File: src/rtl/mac_share_arb.sv
// mac_share_arb: N requesters share one registered multiply-accumulate
// (res_data = a*b + c) through a two-stage pipeline: operand register (s1)
// then result register (s2). Each result is tagged with the issuing index.
// Build option: define MAC_FIXED_PRIO_EN for fixed lowest-index-wins
// arbitration; the default build uses a round-robin arbiter.
module mac_share_arb #(
  parameter int N        = 4,
  parameter int SIZE     = 8,
  parameter int SIZE_OUT = 2*SIZE
) (
  input  logic                   clk,
  input  logic                   rst,
  input  logic [N-1:0]           req_valid,
  output logic [N-1:0]           req_ready,
  input  logic [N*SIZE-1:0]      req_a,
  input  logic [N*SIZE-1:0]      req_b,
  input  logic [N*SIZE-1:0]      req_c,
  output logic                   res_valid,
  input  logic                   res_ready,
  output logic [SIZE_OUT-1:0]    res_data,
  output logic [$clog2(N)-1:0]   res_id
);
  localparam int IDW = $clog2(N);

  logic            adv1;
  logic            adv2;
  logic            found;
  logic            xfer;
  logic [IDW-1:0]  grant;
  logic [IDW-1:0]  cand;

  logic            s1_v;
  logic [SIZE-1:0] s1_a;
  logic [SIZE-1:0] s1_b;
  logic [SIZE-1:0] s1_c;
  logic [IDW-1:0]  s1_id;

`ifndef MAC_FIXED_PRIO_EN
  logic [IDW-1:0]  last_grant;
`endif

  // Stage enables: a stage may load when it is empty or its contents move on.
  assign adv2 = !res_valid || res_ready;
  assign adv1 = !s1_v || adv2;

  // Arbiter: pick the first requesting index in priority order.
  always_comb begin
    found = 1'b0;
    grant = '0;
    cand  = '0;
`ifdef MAC_FIXED_PRIO_EN
    for (int unsigned k = 0; k < N; k++) begin
      cand = IDW'(k);
      if (!found && req_valid[cand]) begin
        found = 1'b1;
        grant = cand;
      end
    end
`else
    for (int unsigned k = 1; k <= N; k++) begin
      cand = IDW'((32'(last_grant) + k) % N);
      if (!found && req_valid[cand]) begin
        found = 1'b1;
        grant = cand;
      end
    end
`endif
  end

  assign xfer = !rst && found && adv1;

  // Ready is one-hot on the granted requester, only when s1 can accept.
  always_comb begin
    req_ready = '0;
    if (xfer) req_ready[grant] = 1'b1;
  end

  // Pipeline registers and arbitration pointer.
  always_ff @(posedge clk) begin
    if (rst) begin
      s1_v      <= 1'b0;
      res_valid <= 1'b0;
      res_data  <= '0;
      res_id    <= '0;
`ifndef MAC_FIXED_PRIO_EN
      last_grant <= IDW'(N-1);
`endif
    end else begin
      if (adv1) begin
        s1_v <= found;
        if (found) begin
          s1_a  <= req_a[grant*SIZE +: SIZE];
          s1_b  <= req_b[grant*SIZE +: SIZE];
          s1_c  <= req_c[grant*SIZE +: SIZE];
          s1_id <= grant;
`ifndef MAC_FIXED_PRIO_EN
          last_grant <= grant;
`endif
        end
      end
      if (adv2) begin
        res_valid <= s1_v;
        res_data  <= SIZE_OUT'(s1_a) * SIZE_OUT'(s1_b) + SIZE_OUT'(s1_c);
        res_id    <= s1_id;
      end
    end
  end
endmodule

File: config.mk
export PLATFORM = sky130hd
export DESIGN_NAME = mac_share_arb
export DESIGN_NICKNAME = d
export VERILOG_FILES = /design/src/rtl/mac_share_arb.sv
export SDC_FILE = /design/constraint.sdc
export NUM_CORES = 1
export LEC_CHECK = 0
export BUFFER_PORTS_ARGS = -buffer_cell sky130_fd_sc_hd__buf_2
export CAP_MARGIN = 20
export CORE_MARGIN = 3
export CORE_UTILIZATION = 55
export DETAILED_ROUTE_END_ITERATION = 12
export PLACE_DENSITY = 0.86
export RECOVER_POWER = 50
export SKIP_LAST_GASP = 1
export SLEW_MARGIN = 20
export SYNTH_ARGS = -nofsm -noshare
export SYNTH_HDL_FRONTEND = slang
export SYNTH_SLANG_ARGS = --single-unit
export TNS_END_PERCENT = 5
File: constraint.sdc
create_clock -name clk -period 13 [get_ports clk]
set_input_delay 1.3 -clock clk [delete_from_list [all_inputs] [get_ports clk]]
set_output_delay 1.3 -clock clk [all_outputs]
set_load 0.005 [all_outputs]
==> key figures, run 1 <==
Timing
  • Final period utilization: 46.4%
  • Final TNS setup: 0 ns
  • Clock period minus worst slack: 6.03 ns
  • Min setup slack post-route: 6.97 ns
  • Slew Limit Fails: 55
  • Slew of the pin with the lowest slew margin: 3.21 ns
  • Fmax: 166 MHz
  • RSZ-0062 raised after global routing: false
  • Final setup fails: 0
  • Max-slew headroom: -114%
  • Final Hold Fails: 0
  • Post-Route Skew: 0.00919 ns

Yosys
  • Syn. warnings: 0
  • Yosys top cell area share: 18.6%
  • Post-synth ARST share: 0%
  • Syn Area/Cell: 10.0 sq um
  • Largest cells by area after synthesis: fa_1 19%, edfxtp_1 17%, mux2i_1 15%, ha_1 9.5%, dfxtp_1 9.3%
  • Largest family of logic cells by synthesized area: adder cells
  • Post-synthesis xor/xnor area fraction: 1.11%
  • Area leader, netlist: fa_1
  • Synth Area in Simple Gates: 13.7%
  • Post-synthesis adder-cell area fraction: 28.2%
  • Area fraction in compound gates after synthesis: 8.68%
  • Most common flop cell mapped by yosys: edfxtp_1
  • Post-synth cell types: 46
  • Post-synthesis mux area share: 15.2%
  • Synth Register Bits: 48
  • Post-synth EDFFs: 26
  • Post-synthesis cell count: 471
  • Sequential area share after synthesis: 25.8%
  • Synth Cell Area: 0.00473 sq mm
  • Post-Syn Nets: 654

Worst setup path
  • R2R setup slack: 8.56 ns
  • CP Data Required Time: 11.70 ns
  • CP max stage cell: clkbuf_1
  • Critical path class: input port to output pin
  • Crit-path leading delay family: buffers and inverters
  • RR Endpoint: res_data[15]
  • Capturing element type of the critical path: output pin
  • Most frequent CP cell: buf_2
  • Reg2reg start: s1_b[7]
  • Startpoint types: input port
  • Buf/Inv on CP: 3
  • CP max stage delay: 2.30 ns
  • CP Cell Sequence: buf_2 -> nor2b_1 -> o21ai_0 -> o311ai_4 -> clkbuf_1 -> and3_1 -> buf_2
  • R2R depth: 14
  • Crit-path max FO: 54
  • Critical path origin: req_valid[3]
  • WP data arrival: 4.73 ns

Pwr
  • Cell Pwr Density: 228 mW/mm^2
  • Total power: 1250 uW
  • Maximum vdd drop: 0.196 mV
  • Leak pwr: 0.00283 uW

Min path
  • Hold Crit Class: flop to flop
  • Hold path cells: 2
  • Hold Path End: res_id[1]
  • Hold wc startpoint: res_id[1]

Detailed routing
  • Final WL: 9.97 mm
  • Number of remaining DRC errors: 0
  • Routed len/inst: 14.3 microns
  • Via/cell ratio: 5.29
  • Post-route ant nets: 0
  • Via count: 3689
  • Iter 0 DRT Violations: 145
  • DR pass1 iterations: 4

Finish
  • Fin nets: 774
  • Final Util: 66.2%
  • FF/Latch Area: 0.00122 sq mm
  • Multi-input gate area: 0.00318 sq mm
  • ANT cells: 0
  • Non-Filler Instances: 697
  • Layout area overhead: 16.3%
  • Share of cells above drive strength 1: 22.1%
  • Fill cells: 639

Floorplanning
  • DIE AREA: 0.00974 sq mm
  • # rows: 33
  • Chip width: 98.7 microns
  • Ports: 126
  • Starting Density: 57.0%
  • Die span in y: 98.7 microns
  • Core Area: 0.00830 sq mm

Place
  • Hpwl dp: 8.36 mm
  • RD Place Congestion: 0.876
  • Port buffer count: 125
  • Cells after DPL: 689
  • Dpl ws: 8.60 ns

Clock tree
  • Sink Count: 48
  • CTS HTree Levels: 2
  • Clock latency on the worst-skew pair: 0.31 ns
  • Hold_buf cts: 0
  • CTS Buf Count: 5
  • CTS Root Cell: clkbuf_8
  • Reg clk slew, reported paths: 0.09 ns
  • TritonCTS clock tree: yes
  • Postcts setup bufs: 0
  • Maximum root-to-sink buffer count: 2
  • Post-CTS sizing: 0

Run status
  • Violated checks: max-capacitance violations, max-slew violations
  • Status: finished, violations left

GRT
  • Global-route wire length before repair: 17.1 mm
  • Total GRT Usage: 21.4%
  • Antenna violations before repair: 0
  • GRT Residual Overflow: 0
  • Largest net degree at the start of global routing: 55
  • Vias in the first global route: 3846

Job
  • Max-cap check violation count: 1
-- logic make-up after synthesis --
| family | Yosys count |
|---|---|
| simple gates | 128 |
| buf+inv | 80 |
| xor+xnor | 6 |
| flops | 48 |
| mux | 72 |
| compound gates | 57 |
| fa+ha+maj | 80 |
-- synthesized netlist by cell type, types with 2 or more instances --
master,instances
nor2b_1,4
buf_4,4
inv_1,64
a41oi_1,2
dfxtp_1,22
and3_1,4
a21oi_1,16
nand2b_1,4
a211o_1,4
a21oi_2,2
mux2i_1,72
nand4_1,2
a21oi_4,2
ha_1,36
nor4_1,4
a22o_1,2
clkbuf_1,6
nor2_1,15
a211oi_1,5
a21o_1,8
fa_1,44
edfxtp_1,26
and2_1,38
xnor2_1,5
o211ai_1,2
o21ai_0,5
nand2_1,50
o22ai_1,2
buf_6,4
-- sequential cells by signal, indices dropped and copies added, names as in the netlist --
name,cells
last_grant,2
s1_a,8
res_data,16
s1_c,8
s1_b,8
s1_v,1
res_id,2
s1_id,2
res_valid,1
-- report_power, final --
part | leakage [uW] | total, uW | switching (uW) | internal (uW)
clock network | 0.0000484 | 95.6 | 51.9 | 43.7
logic | 0.00234 | 933 | 522 | 411
registers | 0.000435 | 224 | 24.0 | 200
total | 0.00283 | 1250 | 598 | 654
-- tightest hold or removal path: stages, from the launching register on --
cell     delay (ns)
dfxtp_1        0.32
nand2_1        0.05
a21oi_1        0.05
-- worst max path at each step --
stage	to	cells after the start
floorplan	req_ready[1]	6
detailed placement	res_data[13]	14
finish	req_ready[1]	7
global placement	req_ready[3]	8
CTS	res_data[15]	13
global route	req_ready[3]	7
-- layout make-up --
cell class | count | share of cell area [%]
Timing Repair Buffer | 128 | 11.4
Sequential cell | 48 | 22.2
Clock inverter | 1 | 0.159
Inverter | 65 | 4.44
Multi-Input combinational cell | 343 | 57.8
Tap cell | 105 | 2.39
Clock buffer | 7 | 1.57
-- layout by cell type, fill, tap and decap left out, types with 8 or more instances in the layout --
cell type,n
buf_2,116
mux2i_1,72
inv_1,65
nand2_1,50
fa_1,44
and2_1,37
ha_1,36
edfxtp_1,26
dfxtp_1,22
a21oi_1,16
nor2_1,15
clkbuf_1,13
a21o_1,8
-- per-stage QoR --
stage | area, sq um | hold slack (ns)
after floorplan | 4730 | 0.440
after global placement | 5420 | 0.439
after detailed placement | 5430 | 0.443
after CTS | 5520 | 0.455
after global routing | 5500 | 0.477
final | 5500 | 0.458
-- routing by layer --
metal	track usage (%)	wire length (microns)	vias up	part of all wire, %
met5	0	0	-	0
met4	5.25	138	0	1.4
met3	3.40	600	14	6.0
met2	37.6	4950	143	50
met1	27.6	4280	1704	43
li1	-	-	1828	-
Note: power is estimated with default switching activity, not from simulation.
==> run 2: changes to the inputs <==
Settings changed: CORE_UTILIZATION 55 to 54, PLACE_DENSITY 0.86 to 0.85.
Clock period 13 ns to 5.9 ns, I/O delays scaled along.
==> key figures, run 2 (synthesis gave the netlist of run 1 again) <==
Detailed routing
  • Via/cell ratio: 5.27
  • Final WL: 10.1 mm
  • Number of remaining DRC errors: 0
  • Routed len/inst: 14.4 microns
  • DR pass1 iterations: 4
  • Iter 0 DRT Violations: 164
  • Post-route ant nets: 0
  • Via count: 3672

Pwr
  • Gate power share: 74.4%
  • Maximum vdd drop: 0.431 mV
  • Leak pwr: 0.00284 uW
  • Psw: 1320 uW
  • Clock Power Share: 7.7%
  • P_int: 1440 uW
  • Flop pwr share: 17.9%
  • Switching Share: 47.8%
  • Cell Pwr Density: 501 mW/mm^2

Min path
  • Hold wc startpoint: res_id[0]
  • Hold path cells: 2
  • Hold Crit Class: flop to flop
  • Hold Path End: res_id[0]

Floorplanning
  • Core Area: 0.00834 sq mm
  • Chip width: 99.6 microns
  • DIE AREA: 0.00991 sq mm
  • Ports: 126
  • Die span in y: 99.6 microns
  • # rows: 33
  • Starting Density: 56.7%

Place
  • Port buffer count: 125
  • Area post-placement: 0.00543 sq mm
  • RD Place Congestion: 0.901
  • Hpwl dp: 8.49 mm

Finish
  • Max FFs per register: 16
  • Commonest non-fill, non-tap cell in the layout: buf_2
  • ANT cells: 0
  • Final instance area: 0.00550 sq mm
  • Share of cells above drive strength 1: 23.0%
  • Reg with most FFs: res_data
  • Fin nets: 774
  • Top library cells by usage in the layout, fill and taps aside: 120 x buf_2, 72 x mux2i_1, 65 x inv_1
  • Layout area overhead: 16.4%

GRT
  • Largest net degree at the start of global routing: 55
  • Total GRT Usage: 21.5%
  • Vias in the first global route: 3856
  • GRT Residual Overflow: 0
  • Global-route wire length before repair: 17.3 mm
  • Antenna violations before repair: 0

Worst setup path
  • RR Endpoint: res_data[15]
  • CP max stage delay: 2.34 ns
  • Reg2reg start: s1_a[0]
  • CP max stage cell: clkbuf_1
  • R2R setup slack: 1.44 ns
  • Capturing element type of the critical path: output pin
  • Crit-path max FO: 54
  • Most frequent CP cell: buf_2
  • CP Data Required Time: 5.31 ns
  • CP Cell Sequence: buf_2 -> nand2b_1 -> a21o_1 -> o311ai_4 -> clkbuf_1 -> and3_1 -> buf_2
  • WP data arrival: 4.00 ns
  • Critical path class: input port to output pin
  • Startpoint types: input port
  • R2R depth: 14

Timing
  • Final TNS setup: 0 ns
  • Final period utilization: 77.8%
  • Fmax: 218 MHz
  • Max-slew headroom: -120%
  • Clock period minus worst slack: 4.59 ns
  • Slew Limit Fails: 55
  • Final Hold Fails: 0
  • Post-Route Skew: 0.0104 ns
  • Slew of the pin with the lowest slew margin: 3.29 ns
  • RSZ-0062 raised after global routing: false
  • Final setup fails: 0

Job
  • Max-cap check violation count: 1

Run status
  • Status: finished, violations left
  • Violated checks: max-capacitance violations, max-slew violations

Clock tree
  • CTS HTree Levels: 2
  • Clock latency on the worst-skew pair: 0.31 ns
  • Hold_buf cts: 0
  • Sink Count: 48
  • Maximum root-to-sink buffer count: 2
  • CTS Root Cell: clkbuf_8
  • CTS Buf Count: 5
  • Reg clk slew, reported paths: 0.09 ns
  • Post-CTS sizing: 0
  • TritonCTS clock tree: yes
  • Postcts setup bufs: 0
run 2: changes by cell type in the layout (fill, tap and decap cells not counted), sizes merged:
| cell | before | now |
|---|---|---|
| buf | 116 | 120 |
| clkbuf | 19 | 14 |
| inv | 65 | 66 |
run 2: final cells by class:
class / count / area (sq um)
multi-input combinational: 343 / 3180
tap: 105 / 131
timing repair buffer: 128 / 631
sequential: 48 / 1220
clock buffer: 6 / 82.6
clock inverter: 2 / 13.8
fill: 662 / 2840
inverter: 65 / 244
run 2: how the worst max path moves through the flow:
stage                            start           end  slack [ns]  depth (start not counted)
final                     req_valid[2]  req_ready[1]        1.31                          7
after global routing      req_valid[3]  req_ready[3]         1.0                          7
after CTS                      s1_a[0]  res_data[15]        1.46                         14
after global placement         s1_b[7]  res_data[13]        1.60                         14
after detailed placement       s1_a[0]  res_data[15]        1.47                         14
after floorplan                s1_b[7]  res_data[13]        1.71                         14
run 2: critical path, delay by kind of cell:
family,cells,cell delay [ns]
and+or+nand+nor,2,0.54
AOI/OAI and AO/OA,2,0.26
buffers and inverters,3,2.59
run 2: routing by layer:
layer	share of wire [%]	GRT usage [%]	routed length, microns
met1	43	27.0	4310
met2	50	38.0	5070
met3	5.2	3.72	524
met4	1.7	6.30	169
met5	0	0	0
run 2: metrics by stage:
stage | power, uW | std cells | utilization [%] | hold slack (ns) | setup slack, ns
after floorplan | 2090 | 471 | - | 0.440 | 1.71
after global placement | 2450 | 689 | 65.0 | 0.440 | 1.60
after detailed placement | 2530 | 689 | 65.0 | 0.442 | 1.47
after CTS | 2760 | 697 | 66.2 | 0.454 | 1.46
after global routing | 3090 | 697 | 66.0 | 0.470 | 0.997
final | 2760 | 697 | 66.0 | 0.451 | 1.31
run 2: power by group through the flow:
| stage | Sequential, uW | Combinational (uW) | Clock (uW) |
|---|---|---|---|
| 2_1_floorplan | 489 | 1600 | 0 |
| 3_3_place_gp | 494 | 1960 | 0 |
| 3_5_place_dp | 498 | 2030 | 0 |
| 4_1_cts | 491 | 2050 | 218 |
| 5_1_grt | 502 | 2360 | 230 |
| 6_report | 492 | 2050 | 212 |
